**src/rtl/spi_top.sv**
```systemverilog
// SPI-slave LED controller. 24-bit mode-0 frames set or read a 7-bit brightness
// per channel, and each channel drives its LED with a 100-step PWM.
module spi_top #(
    parameter int         NUM_LEDS         = 8,
    parameter int         FRAME_WIDTH      = 24,
    parameter int         BRIGHTNESS_WIDTH = 8,
    parameter int         MAX_BRIGHTNESS   = 100,
    parameter int         PWM_PRESCALE     = 1250,
    parameter logic [7:0] CMD_NOP          = 8'h00,
    parameter logic [7:0] CMD_LED_SET      = 8'h01,
    parameter logic [7:0] CMD_LED_READ     = 8'h02
) (
    input  logic sysclk,
    input  logic rst_n,
    input  logic sclk,
    input  logic cs,
    input  logic mosi,
    output logic miso,
    output logic led1,
    output logic led2,
    output logic led3,
    output logic led4,
    output logic led5,
    output logic led6,
    output logic led7,
    output logic led8
);
    localparam int CNT_W  = $clog2(FRAME_WIDTH + 1);
    localparam int ADDR_W = (NUM_LEDS > 1) ? $clog2(NUM_LEDS) : 1;
    localparam int PRE_W  = (PWM_PRESCALE > 1) ? $clog2(PWM_PRESCALE) : 1;
    localparam int LVL_W  = BRIGHTNESS_WIDTH - 1;

    localparam logic [CNT_W-1:0] FRAME_BITS = CNT_W'(FRAME_WIDTH);
    localparam logic [CNT_W-1:0] HDR_BITS   = CNT_W'(FRAME_WIDTH - 8);
    localparam logic [CNT_W-1:0] HDR_LAST   = CNT_W'(FRAME_WIDTH - 9);
    localparam logic [CNT_W-1:0] CNT_ONE    = CNT_W'(1);
    localparam logic [7:0]       NUM_LEDS_B = 8'(NUM_LEDS);
    localparam logic [LVL_W-1:0] MAX_LVL    = LVL_W'(MAX_BRIGHTNESS);
    localparam logic [LVL_W-1:0] TICK_LAST  = LVL_W'(MAX_BRIGHTNESS - 1);
    localparam logic [LVL_W-1:0] TICK_ONE   = LVL_W'(1);
    localparam logic [PRE_W-1:0] PRE_LAST   = PRE_W'(PWM_PRESCALE - 1);
    localparam logic [PRE_W-1:0] PRE_ONE    = PRE_W'(1);

    logic [2:0]                  sclk_sync_r;
    logic [2:0]                  cs_sync_r;
    logic [1:0]                  mosi_sync_r;
    logic                        sclk_rise_s;
    logic                        sclk_fall_s;
    logic                        cs_rise_s;
    logic                        cs_fall_s;
    logic                        cs_low_s;
    logic [FRAME_WIDTH-1:0]      rx_r;
    logic [FRAME_WIDTH-1:0]      rx_shift_s;
    logic [CNT_W-1:0]            cnt_r;
    logic [BRIGHTNESS_WIDTH-1:0] tx_r;
    logic [BRIGHTNESS_WIDTH-1:0] rd_data_s;
    logic [7:0]                  hdr_cmd_s;
    logic [7:0]                  hdr_addr_s;
    logic                        commit_s;
    logic [LVL_W-1:0]            commit_lvl_s;
    logic [LVL_W-1:0]            led_brightness [0:NUM_LEDS-1];
    logic [PRE_W-1:0]            presc_r;
    logic [LVL_W-1:0]            tick_r;
    logic [NUM_LEDS-1:0]         led_r;

    function automatic logic [LVL_W-1:0] clamp_level(input logic [LVL_W-1:0] raw);
        if (raw > MAX_LVL) begin
            clamp_level = MAX_LVL;
        end else begin
            clamp_level = raw;
        end
    endfunction

    // Bring the SPI pins into the sysclk domain; bit 2 holds the previous sample for edge detection.
    always_ff @(posedge sysclk or negedge rst_n) begin
        if (!rst_n) begin
            sclk_sync_r <= 3'b000;
            cs_sync_r   <= 3'b111;
            mosi_sync_r <= 2'b00;
        end else begin
            sclk_sync_r <= {sclk_sync_r[1:0], sclk};
            cs_sync_r   <= {cs_sync_r[1:0], cs};
            mosi_sync_r <= {mosi_sync_r[0], mosi};
        end
    end

    assign sclk_rise_s =  sclk_sync_r[1] & ~sclk_sync_r[2];
    assign sclk_fall_s = ~sclk_sync_r[1] &  sclk_sync_r[2];
    assign cs_rise_s   =  cs_sync_r[1]   & ~cs_sync_r[2];
    assign cs_fall_s   = ~cs_sync_r[1]   &  cs_sync_r[2];
    assign cs_low_s    = ~cs_sync_r[1];

    // Decode the header as it completes so a read response is ready before the payload phase.
    always_comb begin
        rx_shift_s = {rx_r[FRAME_WIDTH-2:0], mosi_sync_r[1]};
        hdr_cmd_s  = rx_shift_s[15:8];
        hdr_addr_s = rx_shift_s[7:0];
        rd_data_s  = {BRIGHTNESS_WIDTH{1'b0}};
        if (hdr_cmd_s == CMD_LED_READ && hdr_addr_s < NUM_LEDS_B) begin
            rd_data_s = {1'b0, led_brightness[hdr_addr_s[ADDR_W-1:0]]};
        end else begin
            rd_data_s = {BRIGHTNESS_WIDTH{1'b0}};
        end
    end

    // Frame receive and read-response shifting. The falling edge right after the header is
    // skipped so the master's first payload sample sees the response MSB.
    always_ff @(posedge sysclk or negedge rst_n) begin
        if (!rst_n) begin
            rx_r  <= {FRAME_WIDTH{1'b0}};
            cnt_r <= {CNT_W{1'b0}};
            tx_r  <= {BRIGHTNESS_WIDTH{1'b0}};
        end else if (cs_fall_s) begin
            rx_r  <= {FRAME_WIDTH{1'b0}};
            cnt_r <= {CNT_W{1'b0}};
            tx_r  <= {BRIGHTNESS_WIDTH{1'b0}};
        end else if (cs_rise_s) begin
            tx_r <= {BRIGHTNESS_WIDTH{1'b0}};
        end else if (cs_low_s && sclk_rise_s && cnt_r < FRAME_BITS) begin
            rx_r  <= rx_shift_s;
            cnt_r <= cnt_r + CNT_ONE;
            if (cnt_r == HDR_LAST) begin
                tx_r <= rd_data_s;
            end
        end else if (cs_low_s && sclk_fall_s && cnt_r > HDR_BITS) begin
            tx_r <= {tx_r[BRIGHTNESS_WIDTH-2:0], 1'b0};
        end
    end

    // Commit decision for a completed frame.
    always_comb begin
        commit_s     = 1'b0;
        commit_lvl_s = clamp_level(rx_r[7:1]);
        if (cnt_r == FRAME_BITS && rx_r[15:8] < NUM_LEDS_B) begin
            case (rx_r[23:16])
                CMD_LED_SET:  commit_s = 1'b1;
                CMD_NOP:      commit_s = 1'b0;
                CMD_LED_READ: commit_s = 1'b0;
                default:      commit_s = 1'b0;
            endcase
        end else begin
            commit_s = 1'b0;
        end
    end

    // Brightness table, written only when a complete SET frame closes.
    always_ff @(posedge sysclk or negedge rst_n) begin
        if (!rst_n) begin
            for (int i = 0; i < NUM_LEDS; i++) begin
                led_brightness[i] <= {LVL_W{1'b0}};
            end
        end else if (cs_rise_s && commit_s) begin
            led_brightness[rx_r[ADDR_W+7:8]] <= commit_lvl_s;
        end
    end

    // PWM timebase: prescaler feeding a 0..MAX_BRIGHTNESS-1 tick counter.
    always_ff @(posedge sysclk or negedge rst_n) begin
        if (!rst_n) begin
            presc_r <= {PRE_W{1'b0}};
            tick_r  <= {LVL_W{1'b0}};
        end else if (presc_r == PRE_LAST) begin
            presc_r <= {PRE_W{1'b0}};
            if (tick_r == TICK_LAST) begin
                tick_r <= {LVL_W{1'b0}};
            end else begin
                tick_r <= tick_r + TICK_ONE;
            end
        end else begin
            presc_r <= presc_r + PRE_ONE;
        end
    end

    // Registered PWM compare per channel.
    always_ff @(posedge sysclk or negedge rst_n) begin
        if (!rst_n) begin
            led_r <= {NUM_LEDS{1'b0}};
        end else begin
            for (int i = 0; i < NUM_LEDS; i++) begin
                led_r[i] <= (tick_r < led_brightness[i]);
            end
        end
    end

    assign miso = tx_r[BRIGHTNESS_WIDTH-1];
    assign led1 = led_r[0];
    assign led2 = led_r[1];
    assign led3 = led_r[2];
    assign led4 = led_r[3];
    assign led5 = led_r[4];
    assign led6 = led_r[5];
    assign led7 = led_r[6];
    assign led8 = led_r[7];

endmodule

```
**config.mk**
```make
export PLATFORM = sky130hd
export DESIGN_NAME = spi_top
export DESIGN_NICKNAME = d
export VERILOG_FILES = /design/src/rtl/spi_top.sv
export SDC_FILE = /design/constraint.sdc
export NUM_CORES = 1
export LEC_CHECK = 0
export BUFFER_PORTS_ARGS = -buffer_cell sky130_fd_sc_hd__buf_2
export CAP_MARGIN = 5
export CELL_PAD_IN_SITES_DETAIL_PLACEMENT = 0
export CELL_PAD_IN_SITES_GLOBAL_PLACEMENT = 1
export CORE_AREA = 2 2 148 150
export CTS_BUF_LIST = sky130_fd_sc_hd__clkbuf_8
export DETAILED_ROUTE_END_ITERATION = 8
export DIE_AREA = 0 0 150 152
export PLACE_DENSITY = 0.61
export SLEW_MARGIN = 20
export SYNTH_ARGS = -nofsm -noshare
export SYNTH_HDL_FRONTEND = slang
export SYNTH_SLANG_ARGS = --single-unit
```
**constraint.sdc**
```tcl
create_clock -name sysclk -period 2.8 [get_ports sysclk]
set_clock_uncertainty 0.15 [all_clocks]
set_input_delay 0.14 -clock sysclk [delete_from_list [all_inputs] [get_ports sysclk]]
set_output_delay 0.14 -clock sysclk [all_outputs]
set_load 0.03 [all_outputs]
```
==> results of run 1 <==
power by group:
group          switching (mW)  leakage, nW  internal, mW
logic                  0.0892         1.28        0.0485
registers              0.0202         1.74          1.85
clock network           0.804        0.200         0.832
what timing repair did:
item | 4_1_cts | 5_1_grt
hold endpoints to repair | 95 | 0
setup buffers | 0 | 0
hold buffers | 4 | 0
worst min-delay path by stage:
stage	endpoint	cells past startpoint	start	slack, ps
after floorplan	cnt_r[0]	0	rst_n	-310
after global placement	mosi_sync_r[1]	1	rst_n	-10
after detailed placement	led_brightness[24]	1	rst_n	-9
after CTS	led_brightness[9]	2	rst_n	50
after global routing	led_brightness[9]	2	rst_n	70
final	led_brightness[9]	2	rst_n	50
kinds of logic after synthesis:
family | count (synthesis) | share of synthesized area
buf+inv | 82 | 0.0543
flops | 127 | 0.473
mux | 38 | 0.0925
xor+xnor | 10 | 0.0130
fa+ha+maj | 56 | 0.104
compound gates | 144 | 0.139
simple gates | 153 | 0.124
flip-flops by register name (all words and copies together), names as in the netlist:
signal	cells
led_brightness	56
tick_r	7
led_r	8
sclk_sync_r	3
cs_sync_r	3
tx_r	8
cnt_r	5
presc_r	11
rx_r	24
mosi_sync_r	2
layer usage:
layer,track usage,vias up
li1,-,2225
met1,0.207,2304
met2,0.236,82
met3,0.0306,10
met4,0.0431,0
met5,0,-
layout by cell type, fill, tap and decap left out, types with 3 or more instances in the layout:
| master | n |
|---|---|
| sky130_fd_sc_hd__mux4_2 | 14 |
| sky130_fd_sc_hd__a21o_1 | 9 |
| sky130_fd_sc_hd__mux2_2 | 13 |
| sky130_fd_sc_hd__buf_2 | 12 |
| sky130_fd_sc_hd__nor2_1 | 23 |
| sky130_fd_sc_hd__dlygate4sd3_1 | 4 |
| sky130_fd_sc_hd__inv_6 | 4 |
| sky130_fd_sc_hd__nor4b_1 | 3 |
| sky130_fd_sc_hd__dfstp_2 | 3 |
| sky130_fd_sc_hd__o21ai_0 | 28 |
| sky130_fd_sc_hd__a22oi_1 | 6 |
| sky130_fd_sc_hd__a211oi_1 | 8 |
| sky130_fd_sc_hd__buf_4 | 9 |
| sky130_fd_sc_hd__a21oi_1 | 11 |
| sky130_fd_sc_hd__nand3_1 | 8 |
| sky130_fd_sc_hd__clkbuf_8 | 18 |
| sky130_fd_sc_hd__clkinvlp_4 | 3 |
| sky130_fd_sc_hd__a22o_1 | 24 |
| sky130_fd_sc_hd__nand4_1 | 3 |
| sky130_fd_sc_hd__mux2_4 | 10 |
| sky130_fd_sc_hd__nand2_1 | 72 |
| sky130_fd_sc_hd__or3_1 | 4 |
| sky130_fd_sc_hd__xnor2_1 | 6 |
| sky130_fd_sc_hd__ha_1 | 56 |
| sky130_fd_sc_hd__or4_4 | 6 |
| sky130_fd_sc_hd__nor3_1 | 3 |
| sky130_fd_sc_hd__nand2b_1 | 10 |
| sky130_fd_sc_hd__xor2_1 | 4 |
| sky130_fd_sc_hd__dfrtp_1 | 124 |
| sky130_fd_sc_hd__o21a_1 | 8 |
| sky130_fd_sc_hd__clkinv_4 | 3 |
| sky130_fd_sc_hd__o41ai_1 | 8 |
| sky130_fd_sc_hd__and3_1 | 3 |
| sky130_fd_sc_hd__inv_1 | 58 |
| sky130_fd_sc_hd__o21ai_1 | 35 |
per-stage QoR:
stage,instance area [um2],cells,hold WS (ps),total power [mW],setup slack [ps]
floorplan,6720,610,-306,1.97,463
global placement,7070,887,-13.2,2.04,232
detailed placement,7070,887,-9.01,2.04,248
CTS,7520,923,47.7,3.69,216
global route,7520,923,66.0,3.79,95.8
finish,7520,923,50.4,3.64,204
area by class of cell:
| class | instances | share of cell area |
|---|---|---|
| repair buffers | 26 | 0.0250 |
| clock inverters | 14 | 0.0211 |
| well taps | 280 | 0.0466 |
| multi-input cells | 401 | 0.423 |
| inverters | 57 | 0.0285 |
| clock buffers | 18 | 0.0330 |
| flip-flops and latches | 127 | 0.423 |
==> results.cfg, run 1 <==
[job]
maxCapViolations = 0

[timing]
rsz0062_at_grt = no
drv_slew = 0
final.period_utilization = 0.927
hold_violations = 0
worst_slew_margin_rel = 0.453
setup_violations = 0
fmax_achieved_mhz = 385
max_slew.worst_pin.slew_ps = 817
fin_tns_setup_ps = 0
timing.final.crit_period_ps = 2600

[routing]
detail_route.wl_per_cell_um = 17.2
wl_met3_um = 544
highest_layer = met4
antenna_left = 0
first_iter_violations = 251
totalWireLength_um = 15900
drcViolationCount = 0
via_count = 4621
vias_per_cell = 5.01
drt_pass1_iterations = 5
route.met2.wl_um = 7590
routedLengthMet1_um = 7600

[worst_setup_path]
path_delay_family = simple AND/OR/NAND/NOR gates
rr_startpoint = cs_sync_r[1]
rr_worst_depth = 5
worst_ep_required_time_ps = 2970
worst_path_bufs_invs = 0
cp_cell_sequence = ha_1 > nor4b_1 > nand2_1 > or4_4 > mux2_4
critical_path_class = flop to flop
max_stage_delay_ps = 660
worstSetupPathDepth = 5
worstPathArrival_ps = 2770
crit-reg2reg-capture = led_brightness[5]
critPathCaptureType = flop
cp_max_fo = 12
startpoint_type = flop
setup.reg_to_reg.worst_slack_ps = 200
cp_slowest_cell = sky130_fd_sc_hd__or4_4
crit_start = cs_sync_r[1]
worstSetupEndpoint = led_brightness[5]

[status]
status = completed

[final_layout]
post_route_cells_drive_above_1_share = 0.171
nets = 691
final-seq-area_um2 = 3180
multi_input_comb_area_um2 = 3180
filler_cell_count = 2173
fin_util = 0.352
antenna-diode-count = 0
synthesis_to_layout_area_growth_pct = 11.8

[clocking]
ctsRootBufferMaster = sky130_fd_sc_hd__clkbuf_8
ctsHtreeMaxLevel = 4
post_cts_sizing = 0
clkLatencyLatePin_ps = 450
tritoncts.num_buffers = 17
max-clock-path-buffers = 2
clkSlewWorstSetupHoldPaths_ps = 90
cts.sink_count = 127
tritoncts = built

[synth]
synth.top_cells.by_area = sky130_fd_sc_hd__dfrtp_1 46%, sky130_fd_sc_hd__ha_1 10%, sky130_fd_sc_hd__mux4_2 4.7%, sky130_fd_sc_hd__nand2_1 4.0%, sky130_fd_sc_hd__inv_1 3.2%
synth_commonest_cells = 124 x sky130_fd_sc_hd__dfrtp_1, 72 x sky130_fd_sc_hd__nand2_1, 57 x sky130_fd_sc_hd__inv_1
synth-edff-count = 0
syn-num-nets = 671
ys_dominant_reg_cell = sky130_fd_sc_hd__dfrtp_1
syn-mean-instance-area_um2 = 11.0
synth.largest_area_cell = sky130_fd_sc_hd__dfrtp_1
ys_async_sr_fraction = 1.00
syn_inst = 610
synth.yosys.warnings = 0
synth.yosys.seq_area_share = 0.473
netlist_cell_types = 54
synth_top_cell_area_share = 0.461
cell_area_synth_um2 = 6720
synth-seq-cells = 127
synth_most_common_cell = sky130_fd_sc_hd__dfrtp_1

[global_route]
grt_max_degree = 65
global_route.usage.total = 0.149
first_pass_grt_wire_length_um = 26200
sum_of_overflow_across_all_layers_after_global_routing = 0
grt_pass1_vias = 4757
grt_antenna_before_repair = 0

[die]
rows = 54
core_um2 = 21400
die_outline_area_um2 = 22800
die_width_um = 150
initial_utilization = 0.315
floorplan.die.height_um = 152
ios = 14

[pwr]
worst_ir_drop_vdd_mv = 0.296
power_per_cell_area_nw_per_um2 = 484
total_leakage_power_nw = 3.22

[hold_path]
hold_path.class = input port to asynchronous set/reset pin

[place]
port-buffer-count = 13
gp_congestion = 0.843
place_hpwl_um = 11400
Note: power is estimated with default switching activity, not from simulation.
==> run 2: changes to the inputs <==
- CORE_AREA: 2 2 148 150 -> 2 2 106 210
- DIE_AREA: 0 0 150 152 -> 0 0 108 212
- GPL_ROUTABILITY_DRIVEN: not set -> 0
- RECOVER_POWER: not set -> 50
==> run 2 against run 1 <==
Power is 3.3% higher; die area is 0.42% higher; cell area is 0.75% higher; register-to-register slack better by 90 ps; sequential cell count stayed put; combinational power hardly changed; via count is 1.2% higher; critical path depth stayed put; cell count stayed put; wire length is 12% higher; largest power group unchanged.
==> results.cfg, run 2 (synthesis results as in run 1) <==
[timing]
hold_violations = 0
worst_slew_margin_rel = 0.267
final.period_utilization = 0.896
rsz0062_at_grt = no
fin_tns_setup_ps = 0
timing.final.crit_period_ps = 2510
max_slew.worst_pin.slew_ps = 1100
fmax_achieved_mhz = 399
drv_slew = 0
setup_violations = 0

[pwr]
power.share.sequential = 0.496
finalPower_mw = 3.76
switching_share = 0.234
worst_ir_drop_vdd_mv = 0.334
p_int_mw = 2.88
total_leakage_power_nw = 3.23
power_switching_mw = 0.880
clock_power_share = 0.468
power_frac_comb = 0.037
power_per_cell_area_nw_per_um2 = 497

[final_layout]
most_common_cell_after_layout_fill_and_taps_aside = sky130_fd_sc_hd__dfrtp_1
multi_input_comb_area_um2 = 3180
finalNonFillerCells = 923
nets = 698
fin_util = 0.354
register_with_the_most_flip_flops = led_brightness
filler_cell_count = 2164
largestRegisters = led_brightness (56), rx_r (24), presc_r (11)
number_of_flip_flops_under_the_largest_register_name = 56
postLayoutCellArea_um2 = 7570
post_route_cells_drive_above_1_share = 0.171
final-seq-area_um2 = 3180
mostFrequentLayoutCells = 124 x sky130_fd_sc_hd__dfrtp_1, 72 x sky130_fd_sc_hd__nand2_1, 57 x sky130_fd_sc_hd__inv_1, 56 x sky130_fd_sc_hd__ha_1, 35 x sky130_fd_sc_hd__o21ai_1
synthesis_to_layout_area_growth_pct = 12.6
antenna-diode-count = 0

[worst_setup_path]
worstPathArrival_ps = 2700
worst_ep_required_time_ps = 2990
startpoint_type = flop
setup.reg_to_reg.worst_slack_ps = 290
path_delay_family = simple AND/OR/NAND/NOR gates
critical_path_class = flop to flop
rr_worst_depth = 5
rr_startpoint = cs_sync_r[1]
cp_cell_sequence = ha_1 > nor4b_1 > nand2_1 > or4b_4 > mux2_4
worst_path_bufs_invs = 0
critPathCaptureType = flop
worstSetupPathDepth = 5
max_stage_delay_ps = 650
cp_slowest_cell = sky130_fd_sc_hd__or4b_4
cp_max_fo = 12
crit-reg2reg-capture = led_brightness[54]

[die]
die_width_um = 108
ios = 14
die_outline_area_um2 = 22900
initial_utilization = 0.314
core_um2 = 21400
floorplan.die.height_um = 212
rows = 76

[place]
place_hpwl_um = 13600
placedInstanceArea_um2 = 7110
dp.cells = 887
port-buffer-count = 13

[hold_path]
timing.hold.worst.start = sclk
hold_path.class = input port to flop
holdPathStages = 2
hold_path_end = sclk_sync_r[0]

[clocking]
post-cts-setup-buffer-count = 0
ctsHtreeMaxLevel = 4
ctsRootBufferMaster = sky130_fd_sc_hd__clkbuf_8
cts.sink_count = 127
cts.hold.buffers_added = 4
max-clock-path-buffers = 2
post_cts_sizing = 0
clkLatencyLatePin_ps = 460
tritoncts = built
clkSlewWorstSetupHoldPaths_ps = 80
tritoncts.num_buffers = 17

[global_route]
first_pass_grt_wire_length_um = 28500
global_route.usage.total = 0.170
grt_pass1_vias = 4961
grt_max_degree = 60
sum_of_overflow_across_all_layers_after_global_routing = 0
grt_antenna_before_repair = 0

[status]
status = completed

[routing]
detail_route.wl_per_cell_um = 19.3
vias_per_cell = 5.07
drt_pass1_iterations = 5
via_count = 4678
first_iter_violations = 223
antenna_left = 0
drcViolationCount = 0
totalWireLength_um = 17800

[job]
maxCapViolations = 0
## run 2: cell count changes in the layout (fill, tap and decap cells not counted), moves of 2 or more
cell,previous run,this run
sky130_fd_sc_hd__buf_2,12,5
sky130_fd_sc_hd__buf_4,9,14
sky130_fd_sc_hd__bufinv_16,2,4
sky130_fd_sc_hd__clkbuf_1,0,7
sky130_fd_sc_hd__clkbuf_2,0,2
sky130_fd_sc_hd__clkinv_2,0,3
sky130_fd_sc_hd__inv_6,4,0
## run 2: final cells by class
cell class	instances	area share
clock buffer	18	0.0327
timing repair buffer	33	0.0283
clock inverter	14	0.0253
tap	273	0.0451
sequential	127	0.420
inverter	57	0.0283
multi-input combinational	401	0.420
## run 2: worst max-delay path by stage
| stage | to | slack [ps] | start |
|---|---|---|---|
| CTS | led_brightness[54] | 320 | cs_sync_r[1] |
| global route | led_brightness[54] | 190 | cs_sync_r[1] |
| detailed placement | led_brightness[54] | 350 | cs_sync_r[1] |
| finish | led_brightness[54] | 290 | cs_sync_r[1] |
| floorplan | led_brightness[54] | 460 | cs_sync_r[1] |
| global placement | led_brightness[54] | 320 | cs_sync_r[1] |
## run 2: metrics by stage
stage	hold slack (ps)	setup slack, ps
2_1_floorplan	-306	463
3_3_place_gp	13.6	316
3_5_place_dp	31.7	352
4_1_cts	89.6	323
5_1_grt	139	191
6_report	167	292
## run 2: power by group through the flow
stage               combinational [mW]  clock [mW]  sequential, mW
floorplan                       0.0785           0            1.89
global placement                 0.135           0            1.90
detailed placement               0.141           0            1.90
CTS                              0.146        1.80            1.86
global route                     0.156        1.87            1.87
finish                           0.138        1.76            1.86
## run 2: metal layers
metal  routed length, um  up-vias  GRT usage
li1                    -     2223          -
met1                6310     2364      0.172
met2               10400       64      0.326
met3                 361       27     0.0322
met4                 693        0     0.0796
met5                   0        -          0
==> run 3: changes to the inputs <==
- ABC_AREA: not set -> 1
- MAX_ROUTING_LAYER: not set -> met4
- PLACE_DENSITY: 0.61 -> 0.63
==> run 3 against run 2 <==
Highest routed layer unchanged; critical endpoint is now tick_r[4]; largest power group unchanged; cell area grew 0.26%; die area is the same; non-clock buffer count grew 6; global-route usage grew 2.1 points; worst setup slack gained 440 ps; critical path depth shrank 2; register-to-register slack gained 520 ps; the flow now finishes with violations (max-capacitance violations, max-slew violations); hold slack lost 5.6 ps; sequential share of layout area shrank 0.11 points; first-iteration DRC count grew 29%; fmax grew 21%.
==> results.cfg, run 3 <==
[synth]
synth.mux.area_fraction = 0
synth-compound-area-share = 0.125
syn_inst = 814
syn-num-nets = 875
synth.largest_area_cell = sky130_fd_sc_hd__dfrtp_1
largest_family_of_logic_cells_by_synthesized_area = simple AND/OR/NAND/NOR gates
ys_async_sr_fraction = 1.00
netlist_cell_types = 24
post_synth_and_or_nand_nor_area_fraction = 0.212
yosys.area_share.xor_xnor = 0.00783
synth-edff-count = 0
synth_commonest_cells = 207 x sky130_fd_sc_hd__nand2_1, 124 x sky130_fd_sc_hd__dfrtp_1, 105 x sky130_fd_sc_hd__inv_1
synth.yosys.warnings = 0
post_synth_fa_ha_maj_area_fraction = 0.104
synth.yosys.seq_area_share = 0.474
syn-mean-instance-area_um2 = 8.25
synth-seq-cells = 127
synth_top_cell_area_share = 0.462
synth_most_common_cell = sky130_fd_sc_hd__nand2_1
synth.top_cells.by_area = sky130_fd_sc_hd__dfrtp_1 46%, sky130_fd_sc_hd__nand2_1 12%, sky130_fd_sc_hd__ha_1 10%, sky130_fd_sc_hd__o21ai_0 5.9%, sky130_fd_sc_hd__inv_1 5.9%
cell_area_synth_um2 = 6720
ys_dominant_reg_cell = sky130_fd_sc_hd__dfrtp_1

[die]
floorplan.die.height_um = 212
ios = 14
core_um2 = 21400
die_outline_area_um2 = 22900
rows = 76
initial_utilization = 0.314
die_width_um = 108

[worst_setup_path]
worstPathArrival_ps = 2470
critical_path_class = input port to asynchronous set/reset pin
startpoint_type = input port
worst_ep_required_time_ps = 3210
cp_max_fo = 60
critPathCaptureType = asynchronous set/reset pin

[place]
dp.cells = 1098
port-buffer-count = 13
place_hpwl_um = 14500

[global_route]
first_pass_grt_wire_length_um = 31100
grt_pass1_vias = 5660
grt_antenna_before_repair = 0
grt_max_degree = 61
global_route.usage.total = 0.191
sum_of_overflow_across_all_layers_after_global_routing = 0

[pwr]
power_frac_comb = 0.070
power_per_cell_area_nw_per_um2 = 475
total_leakage_power_nw = 3.62
switching_share = 0.268
finalPower_mw = 3.61
clock_power_share = 0.408
power.share.sequential = 0.522
power_switching_mw = 0.965
worst_ir_drop_vdd_mv = 0.298
p_int_mw = 2.64

[routing]
drcViolationCount = 0
via_count = 5512
detail_route.wl_per_cell_um = 17.3
drt_pass1_iterations = 4
first_iter_violations = 287
antenna_left = 0
totalWireLength_um = 19700
vias_per_cell = 4.86

[timing]
timing.final.crit_period_ps = 2070
fin_worst_hold_slack_ps = 162
max_slew.worst_pin.slew_ps = 1690
fin_tns_setup_ps = 0
worst_slew_margin_rel = -0.127
final.period_utilization = 0.738
hold_violations = 0
rsz0062_at_grt = no
drv_slew = 60
fmax_achieved_mhz = 484
setup_violations = 0

[final_layout]
nets = 909
mostFrequentLayoutCells = 207 x sky130_fd_sc_hd__nand2_1, 124 x sky130_fd_sc_hd__dfrtp_1, 109 x sky130_fd_sc_hd__inv_1, 79 x sky130_fd_sc_hd__o21ai_0, 60 x sky130_fd_sc_hd__nand3_1
number_of_flip_flops_under_the_largest_register_name = 56
register_with_the_most_flip_flops = led_brightness
finalNonFillerCells = 1134
largestRegisters = led_brightness (56), rx_r (24), presc_r (11)
post_route_cells_drive_above_1_share = 0.0778
synthesis_to_layout_area_growth_pct = 13.1
most_common_cell_after_layout_fill_and_taps_aside = sky130_fd_sc_hd__nand2_1
antenna-diode-count = 0

[clocking]
tritoncts = built
clkSlewWorstSetupHoldPaths_ps = 70
tritoncts.num_buffers = 17
ctsHtreeMaxLevel = 4
post-cts-setup-buffer-count = 0
post_cts_sizing = 0
max-clock-path-buffers = 2
cts.sink_count = 127
ctsRootBufferMaster = sky130_fd_sc_hd__clkbuf_8
clkLatencyLatePin_ps = 470
cts.hold.buffers_added = 4

[status]
failing_checks = max-capacitance violations, max-slew violations
status = finished with violations

[hold_path]
hold_path.class = input port to flop

[job]
maxCapViolations = 1
run 3: final cells by class:
type	instances	area, um2
well taps	273	342
fillers	2302	13800
flip-flops and latches	127	3180
inverters	109	409
multi-input cells	554	3020
repair buffers	39	292
clock buffers	18	248
clock inverters	14	105
run 3: worst paths after layout:
check	from	slack, ps	cells after the start	to
hold / removal	sclk	160	2	sclk_sync_r[0]
max in group sysclk	sclk_sync_r[2]	810	7	rx_r[7]
min in group asynchronous	rst_n	480	2	led_r[6]
hold reg to reg	sclk_sync_r[0]	200	0	sclk_sync_r[1]
setup reg to reg	sclk_sync_r[2]	810	7	rx_r[7]
setup / recovery	rst_n	730	3	tick_r[4]
run 3: cells by family (layout without fill, tap and decap cells):
family / after synthesis / after routing
simple gates: 339 / 339
buf+inv: 133 / 180
xor+xnor: 6 / 6
flops: 127 / 127
compound gates: 153 / 153
fa+ha+maj: 56 / 56
run 3: power by group through the flow:
stage               clock network, mW  logic (mW)  registers, mW
floorplan                           0       0.144           1.91
global placement                    0       0.255           1.92
detailed placement                  0       0.257           1.92
CTS                              1.53       0.262           1.88
global route                     1.60       0.286           1.88
finish                           1.47       0.253           1.88
run 3: critical path, stage by stage:
cell and delay [ps]:
sky130_fd_sc_hd__dlygate4sd3_1 520, sky130_fd_sc_hd__clkbuf_2 1180, sky130_fd_sc_hd__clkbuf_1 550
run 3: stage by stage:
stage / area, um2 / utilization / worst slack (ps)
detailed placement: 7210 / 0.337 / 782
CTS: 7600 / 0.355 / 784
global placement: 7210 / 0.337 / 822
floorplan: 6720 / - / 1000
finish: 7590 / 0.355 / 734
global route: 7590 / 0.355 / 348
run 3: per-layer routing:
layer  up-vias  track usage  routed length, um
li1       2763            -                  -
met3        35       0.0392                511
met4         0       0.0964                890
met2        86        0.351              11000
met1      2628        0.187               7230
met5         -            -                  0
